`config.mk`:
```
export PLATFORM = sky130hd
export DESIGN_NAME = spi_counter_tx
export DESIGN_NICKNAME = d
export VERILOG_FILES = /design/src/rtl/spi_counter_tx.sv
export SDC_FILE = /design/constraint.sdc
export NUM_CORES = 1
export LEC_CHECK = 0
export BUFFER_PORTS_ARGS = -buffer_cell sky130_fd_sc_hd__clkbuf_2
export CORE_MARGIN = 2
export CORE_UTILIZATION = 38
export DETAILED_ROUTE_END_ITERATION = 7
export PLACE_DENSITY_LB_ADDON = 0.1
export SKIP_LAST_GASP = 1
export SYNTH_ARGS = -nofsm -noshare
export SYNTH_HDL_FRONTEND = slang
export SYNTH_SLANG_ARGS = --single-unit
```
`constraint.sdc`:
```
create_clock -name clk -period 1.4 [get_ports clk]
set_input_delay 0.14 -clock clk [delete_from_list [all_inputs] [get_ports clk]]
set_output_delay 0.14 -clock clk [all_outputs]
set_load 0.05 [all_outputs]
```
`src/rtl/spi_counter_tx.sv`:
```
// SPI mode-0 master that sends a 14-bit counter value as two bytes (low, then high)
// inside one chip-select frame, capturing miso into rx_data for each byte.
module spi_counter_tx #(
  parameter int unsigned CLK_DIV = 2
) (
  input  logic        clk,
  input  logic        reset,
  input  logic        start,
  input  logic        start_LSB,
  input  logic        start_MSB,
  input  logic [13:0] count_data,
  input  logic        miso,
  output logic        ready,
  output logic        done,
  output logic        sclk,
  output logic        mosi,
  output logic        cs_n,
  output logic [7:0]  rx_data
);

  localparam int unsigned DivW = (CLK_DIV > 1) ? $clog2(CLK_DIV) : 1;
  localparam logic [DivW-1:0] DivLast = DivW'(CLK_DIV - 1);

  typedef enum logic [1:0] {StIdle, StHold, StShiftLo, StShiftHi} state_e;

  state_e          state_q, state_d;
  logic [DivW-1:0] div_q, div_d;
  logic [2:0]      bit_q, bit_d;
  logic [7:0]      tx_q, tx_d;
  logic [7:0]      rx_sh_q, rx_sh_d;
  logic [7:0]      rx_data_q, rx_data_d;
  logic [13:0]     snap_q, snap_d;
  logic            msb_q, msb_d;
  logic            sclk_q, sclk_d;
  logic            mosi_q, mosi_d;
  logic            cs_n_q, cs_n_d;
  logic            done_q, done_d;
  logic            accept_lsb, accept_msb, phase_end;

  // The done cycle already sits in IDLE/HOLD but must not accept a new request.
  assign accept_lsb = start & start_LSB & (state_q == StIdle) & ~done_q;
  assign accept_msb = start & start_MSB & (state_q == StHold) & ~done_q;
  assign phase_end  = (div_q == DivLast);

  always_comb begin
    state_d   = state_q;
    div_d     = div_q;
    bit_d     = bit_q;
    tx_d      = tx_q;
    rx_sh_d   = rx_sh_q;
    rx_data_d = rx_data_q;
    snap_d    = snap_q;
    msb_d     = msb_q;
    sclk_d    = sclk_q;
    mosi_d    = mosi_q;
    cs_n_d    = cs_n_q;
    done_d    = 1'b0;

    unique case (state_q)
      StIdle: begin
        if (accept_lsb) begin
          snap_d  = count_data;
          tx_d    = count_data[7:0];
          mosi_d  = count_data[7];
          cs_n_d  = 1'b0;
          msb_d   = 1'b0;
          div_d   = '0;
          bit_d   = 3'd0;
          state_d = StShiftLo;
        end
      end
      StHold: begin
        if (accept_msb) begin
          tx_d    = {2'b00, snap_q[13:8]};
          mosi_d  = 1'b0;
          msb_d   = 1'b1;
          div_d   = '0;
          bit_d   = 3'd0;
          state_d = StShiftLo;
        end
      end
      StShiftLo: begin
        if (phase_end) begin
          div_d   = '0;
          sclk_d  = 1'b1;
          rx_sh_d = {rx_sh_q[6:0], miso};
          state_d = StShiftHi;
        end else begin
          div_d = div_q + DivW'(1);
        end
      end
      StShiftHi: begin
        if (phase_end) begin
          div_d  = '0;
          sclk_d = 1'b0;
          bit_d  = bit_q + 3'd1;
          if (bit_q == 3'd7) begin
            done_d    = 1'b1;
            rx_data_d = rx_sh_q;
            cs_n_d    = msb_q;
            state_d   = msb_q ? StIdle : StHold;
          end else begin
            tx_d    = {tx_q[6:0], 1'b0};
            mosi_d  = tx_q[6];
            state_d = StShiftLo;
          end
        end else begin
          div_d = div_q + DivW'(1);
        end
      end
      default: state_d = StIdle;
    endcase
  end

  always_ff @(posedge clk) begin
    if (reset) begin
      state_q   <= StIdle;
      div_q     <= '0;
      bit_q     <= 3'd0;
      tx_q      <= 8'h00;
      rx_sh_q   <= 8'h00;
      rx_data_q <= 8'h00;
      snap_q    <= 14'h0000;
      msb_q     <= 1'b0;
      sclk_q    <= 1'b0;
      mosi_q    <= 1'b0;
      cs_n_q    <= 1'b1;
      done_q    <= 1'b0;
    end else begin
      state_q   <= state_d;
      div_q     <= div_d;
      bit_q     <= bit_d;
      tx_q      <= tx_d;
      rx_sh_q   <= rx_sh_d;
      rx_data_q <= rx_data_d;
      snap_q    <= snap_d;
      msb_q     <= msb_d;
      sclk_q    <= sclk_d;
      mosi_q    <= mosi_d;
      cs_n_q    <= cs_n_d;
      done_q    <= done_d;
    end
  end

  assign ready   = ((state_q == StIdle) || (state_q == StHold)) && !done_q;
  assign done    = done_q;
  assign sclk    = sclk_q;
  assign mosi    = mosi_q;
  assign cs_n    = cs_n_q;
  assign rx_data = rx_data_q;

endmodule

```
==> reports/metrics.yaml, run 1 <==
rsz0062_at_grt: "true"
sequential_cell_area_um2: 807.0
fin_util_pct: 47.36
initial_core_util_pct: 38.91
period_needed_ns: 1.402
startpoint_type: "register"
yosysSeqAreaShare_pct: 43.87
syn_inst: 194
portBuffers: 32
skew_ns: 0.007170
yosys.area.top_type: "dfxtp_1"
fmax_ghz: 0.7132
violations: "negative setup slack"
yosys_warnings: 0
grt_max_degree: 19
final_nets: 257
dieWidth_um: 73.31
worst_r2r_startpoint: "bit_q[1]"
cts.sinks: 40
grt_pass1_wl_um: 6837
setup_viol: 1
fin_crit_sh_pct: 100.1
syn_area_um2: 1826
row_count: 25
synth_ff_type: "dfxtp_1"
grt_usage_pct: 16.47
syn2layout_area_growth_pct: 21.73
setup_ws_ns: -0.002096
cts_tree: "done"
hold_class: "primary input to register"
vias: 1514
crit_path_start: "bit_q[1]"
drc: 0
multiInputGateArea_um2: 925.9
viasPerCell: 5.221
core_area_um2: 4692
synth_seq_cells: 40
io_pins: 33
first_pass_iters: 4
drt_wl_total_um: 4063
yosys-top-cells-count: "dfxtp_1, nand2_1, a21oi_1, mux2i_1, nor2_1"
cts_buffer_depth: 2
design_area_um2: 2222
hold_violations: 0
cap_viol_max_count: 0
fillers: 458
die_h_um: 73.31
endpoint: "tx_q[2]"
clkSlewWorstSetupHoldPaths_ns: 0.08
grt_remaining_overflow: 0
syn_area_per_cell_um2: 9.410
holdWs_ns: 0.07380
tightest_slew_ns: 0.4030
insertedDiodeCount: 0
first_global_vias: 1457
synth-edff-count: 0
antenna_found_initial: 0
required_ns: 1.62
max_slew_margin_pct: 73.08
dp_slack_ns: -0.06483
ff2ff_path_depth: 5
cts_max_level: 2
async_reset_ff_share_pct: 0
drive_gt1_share_pct: 30.93
drtAntennaViolNets: 0
cts_buffers: 5
yosys-top-cells-area: "dfxtp_1, mux2i_1, a21oi_1"
cts_root_buffer: "clkbuf_8"
setup.worst_path.end_class: "register"
status: "complete, but fails checks"
syn_nets: 216
worstPathArrival_ns: 1.62
synth.most_common_cell: "dfxtp_1"
vdd_ir_drop_max_mv: 0.6484
p_leak_uw: 0.0009464
power.density_nw_per_um2: 1133
criticalPathCategory: "register to register"
routedWlPerCell_um: 14.01
slew_violations: 0
reg2reg_setup_slack_ns: -0.002
design.die.area_um2: 5374
gp_congestion: 0.7337
synth.distinct_cells: 40
place.detailed.hpwl_um: 2966
path_max_fanout: 5
placed_area_um2: 2052
r2r_end: "tx_q[2]"
drt_iter0_drc: 48
insertion_delay_ns: 0.29
total_power_uw: 2517
synth_top_area_share_pct: 43.87
==> worst min-delay path by stage <==
stage / from / slack [ns] / end / cells past startpoint
2_1_floorplan: miso / 0.28 / rx_sh_q[0] / 2
3_3_place_gp: miso / 0.37 / rx_sh_q[0] / 3
3_5_place_dp: miso / 0.38 / rx_sh_q[0] / 3
4_1_cts: miso / 0.07 / rx_sh_q[0] / 3
5_1_grt: count_data[8] / 0.1 / snap_q[8] / 3
6_report: miso / 0.07 / rx_sh_q[0] / 3
==> logic make-up after synthesis <==
group | share of synthesized area [%]
buffers and inverters | 7.128
flip-flops | 43.87
multiplexers | 11.99
adder cells (fa/ha/maj) | 1.371
AO/OA/AOI/OAI | 18.30
AND/OR/NAND/NOR | 17.34
==> per-stage QoR <==
| step | cells | TNS (ns) |
|---|---|---|
| after global placement | 280 | -0.02574 |
| after floorplan | 194 | 0 |
| after global routing | 290 | -0.2703 |
| after CTS | 289 | -0.001466 |
| after detailed placement | 280 | -0.7651 |
| final | 290 | -0.002096 |
==> layer usage <==
metal | vias to the layer above | global-route usage, % | share of wire (%)
met5 | - | 0 | 0
met4 | 0 | 5.051 | 0.89
met3 | 4 | 4.801 | 4.8
met2 | 34 | 24.72 | 45
met1 | 704 | 22.87 | 49
li1 | 772 | - | -
==> power by group <==
group | switching [uW] | leakage, uW | internal [uW]
Clock | 407 | 0.0000614 | 583
Sequential | 32.1 | 0.000327 | 1180
Combinational | 179 | 0.000558 | 140
==> registers in the layout, summed over array words and instances (netlist names) <==
name,flops
div_q,1
cs_n,1
bit_q,3
state_q,2
mosi,1
sclk,1
msb_q,1
done,1
snap_q,6
rx_data,8
tx_q,7
rx_sh_q,8
==> layout by cell type, fill, tap and decap left out, types with 2 or more instances in the layout <==
cell	Yosys	final
dfxtp_2	0	5
o211ai_1	3	3
a21oi_1	20	20
nor2_1	15	15
buf_4	2	15
nand2_1	23	23
dfxtp_1	40	35
clkbuf_2	0	32
a211o_1	5	5
nor2b_1	2	2
clkbuf_8	1	6
nand3_1	8	8
inv_1	2	2
o21ai_1	9	9
mux2i_1	19	19
a211oi_1	7	6
nor3_1	2	2
nand3b_1	2	2
nand2b_1	2	2
ha_4	0	2
a31oi_1	3	3
==> worst max-delay path: stages (launching register included) <==
cell and delay (ns):
dfxtp_2 0.36, ha_4 0.14, ha_4 0.14, and4b_4 0.23, a21oi_4 0.23, mux2i_1 0.22
==> what timing repair did <==
item / CTS / global route
resized for setup: 6 / 3
pin swaps: 1 / 5
setup buffers: 1 / 1
setup endpoints to repair: 17 / 15
hold buffers: 0 / 0
==> cell type report <==
type                    instances  share of cell area [%]
inverters                       2                  0.3378
clock buffers                   6                   3.716
flip-flops and latches         40                   36.32
clock inverters                 2                   1.745
repair buffers                 48                   13.18
multi-input cells             138                   41.67
well taps                      54                   3.041
Power figures use the tool's default switching activity.
==> run 2, diff against run 1 <==
--- a/config.mk
+++ b/config.mk
@@ -9,7 +9,7 @@
 export CORE_MARGIN = 2
 export CORE_UTILIZATION = 38
 export DETAILED_ROUTE_END_ITERATION = 7
-export PLACE_DENSITY_LB_ADDON = 0.1
+export PLACE_DENSITY = 0.59
 export SKIP_LAST_GASP = 1
 export SYNTH_ARGS = -nofsm -noshare
 export SYNTH_HDL_FRONTEND = slang
==> reports/metrics.yaml, run 2 (same netlist as run 1, synthesis figures left out) <==
place.detailed.hpwl_um: 2664
cts.sinks: 40
multiInputGateArea_um2: 920.9
fin_crit_sh_pct: 96.15
dieWidth_um: 73.31
cts_root_buffer: "clkbuf_8"
design.die.area_um2: 5374
vias: 1495
slew_violations: 0
hold_class: "primary input to register"
switchingPower_uw: 578.5
fmax_ghz: 0.7429
setup_ws_ns: 0.05394
power_frac_comb_pct: 13.6
core_area_um2: 4692
setup.worst_path.end_class: "register"
cts_buffers: 5
clkSlewWorstSetupHoldPaths_ns: 0.07
period_needed_ns: 1.346
insertedDiodeCount: 0
power.density_nw_per_um2: 1068
drt_wl_total_um: 3746
p_leak_uw: 0.0009305
row_count: 25
portBuffers: 32
required_ns: 1.56
p_int_uw: 1756
startpoint_type: "register"
drc: 0
tightest_slew_ns: 0.4276
vdd_ir_drop_max_mv: 0.3954
rsz0062_at_grt: "true"
drive_gt1_share_pct: 29.49
cts_buffer_depth: 2
worstPathArrival_ns: 1.51
final_common_cell: "dfxtp_1"
syn2layout_area_growth_pct: 19.74
clock_power_share_pct: 34.8
skew_ns: 0.003724
design_area_um2: 2186
grt_usage_pct: 14.86
hold_violations: 0
cts_tree: "done"
cts_max_level: 2
power_frac_seq_pct: 51.6
criticalPathCategory: "register to register"
drt_iter0_drc: 88
mostFrequentLayoutCells: "dfxtp_1, clkbuf_2, nand2_1"
insertion_delay_ns: 0.28
status: "finished, final reports clean"
antenna_found_initial: 0
die_h_um: 73.31
max_slew_margin_pct: 71.44
final_nets: 256
placed_area_um2: 2052
initial_core_util_pct: 38.91
grt_remaining_overflow: 0
grt_pass1_wl_um: 6203
cap_viol_max_count: 0
fillers: 469
viasPerCell: 5.191
total_power_uw: 2335
first_pass_iters: 4
drtAntennaViolNets: 0
fin_tns_setup_ns: 0
path_max_fanout: 3
first_global_vias: 1373
setup_viol: 0
p_sw_share_pct: 24.78
sequential_cell_area_um2: 805.8
routedWlPerCell_um: 13.01
io_pins: 33
grt_max_degree: 18
dp_slack_ns: -0.04407
gp_congestion: 0.7141
run 2: cell count changes in the layout (fill, tap and decap cells not counted), sizes merged:
| cell | before | now |
|---|---|---|
| buf | 16 | 15 |
| bufinv | 1 | 0 |
| clkbuf | 38 | 39 |
| clkinv | 1 | 0 |
run 2: cell type report:
type                            instances  area share [%]
Multi-Input combinational cell        138           42.13
Sequential cell                        40           36.86
Timing Repair Buffer                   47           13.17
Clock buffer                            7           4.408
Tap cell                               54           3.091
Inverter                                2          0.3434
run 2: power groups by stage:
stage	clock network [uW]	registers, uW	logic, uW
2_1_floorplan	0	1240	229
3_3_place_gp	0	1230	317
3_5_place_dp	0	1230	317
4_1_cts	838	1200	319
5_1_grt	882	1210	349
6_report	812	1210	318
run 2: final timing paths:
kind	from	end	slack [ns]	cells past startpoint
worst max-delay path	bit_q[1]	mosi	0.05	6
worst min-delay path	count_data[13]	snap_q[13]	0.08	3
worst max register to register	bit_q[1]	mosi	0.05	6
worst min register to register	rx_sh_q[7]	rx_data[7]	0.45	2
run 2: timing repair:
item,CTS,global route
buffers inserted,1,0
hold buffers,0,0
gates resized for setup,5,4
endpoints found under the setup margin,17,15
endpoints found under the hold margin,0,0
gates cloned,0,0
pin swaps,1,3
run 2: metrics by stage:
| stage | hold slack [ns] | utilization (%) | std cells |
|---|---|---|---|
| 5_1_grt | 0.07681 | 46.59 | 288 |
| 3_3_place_gp | 0.3755 | 43.73 | 280 |
| 3_5_place_dp | 0.3832 | 43.73 | 280 |
| 2_1_floorplan | 0.2839 | - | 194 |
| 4_1_cts | 0.07697 | 46.29 | 288 |
| 6_report | 0.08361 | 46.59 | 288 |
run 2: worst max-delay path, cell delays in order (launching register included):
cell      delay (ns)
dfxtp_2         0.34
ha_4            0.16
ha_4            0.15
buf_4           0.13
buf_4           0.12
o22ai_2         0.22
a211oi_1        0.10
run 2: metal layers:
metal  vias to the layer above  wire [um]  track usage [%]
met2                        23       1673            22.92
met3                         2        134            4.527
met1                       701       1913            20.17
met4                         0         24            4.242
met5                         -          0                0
li1                        769          -                -
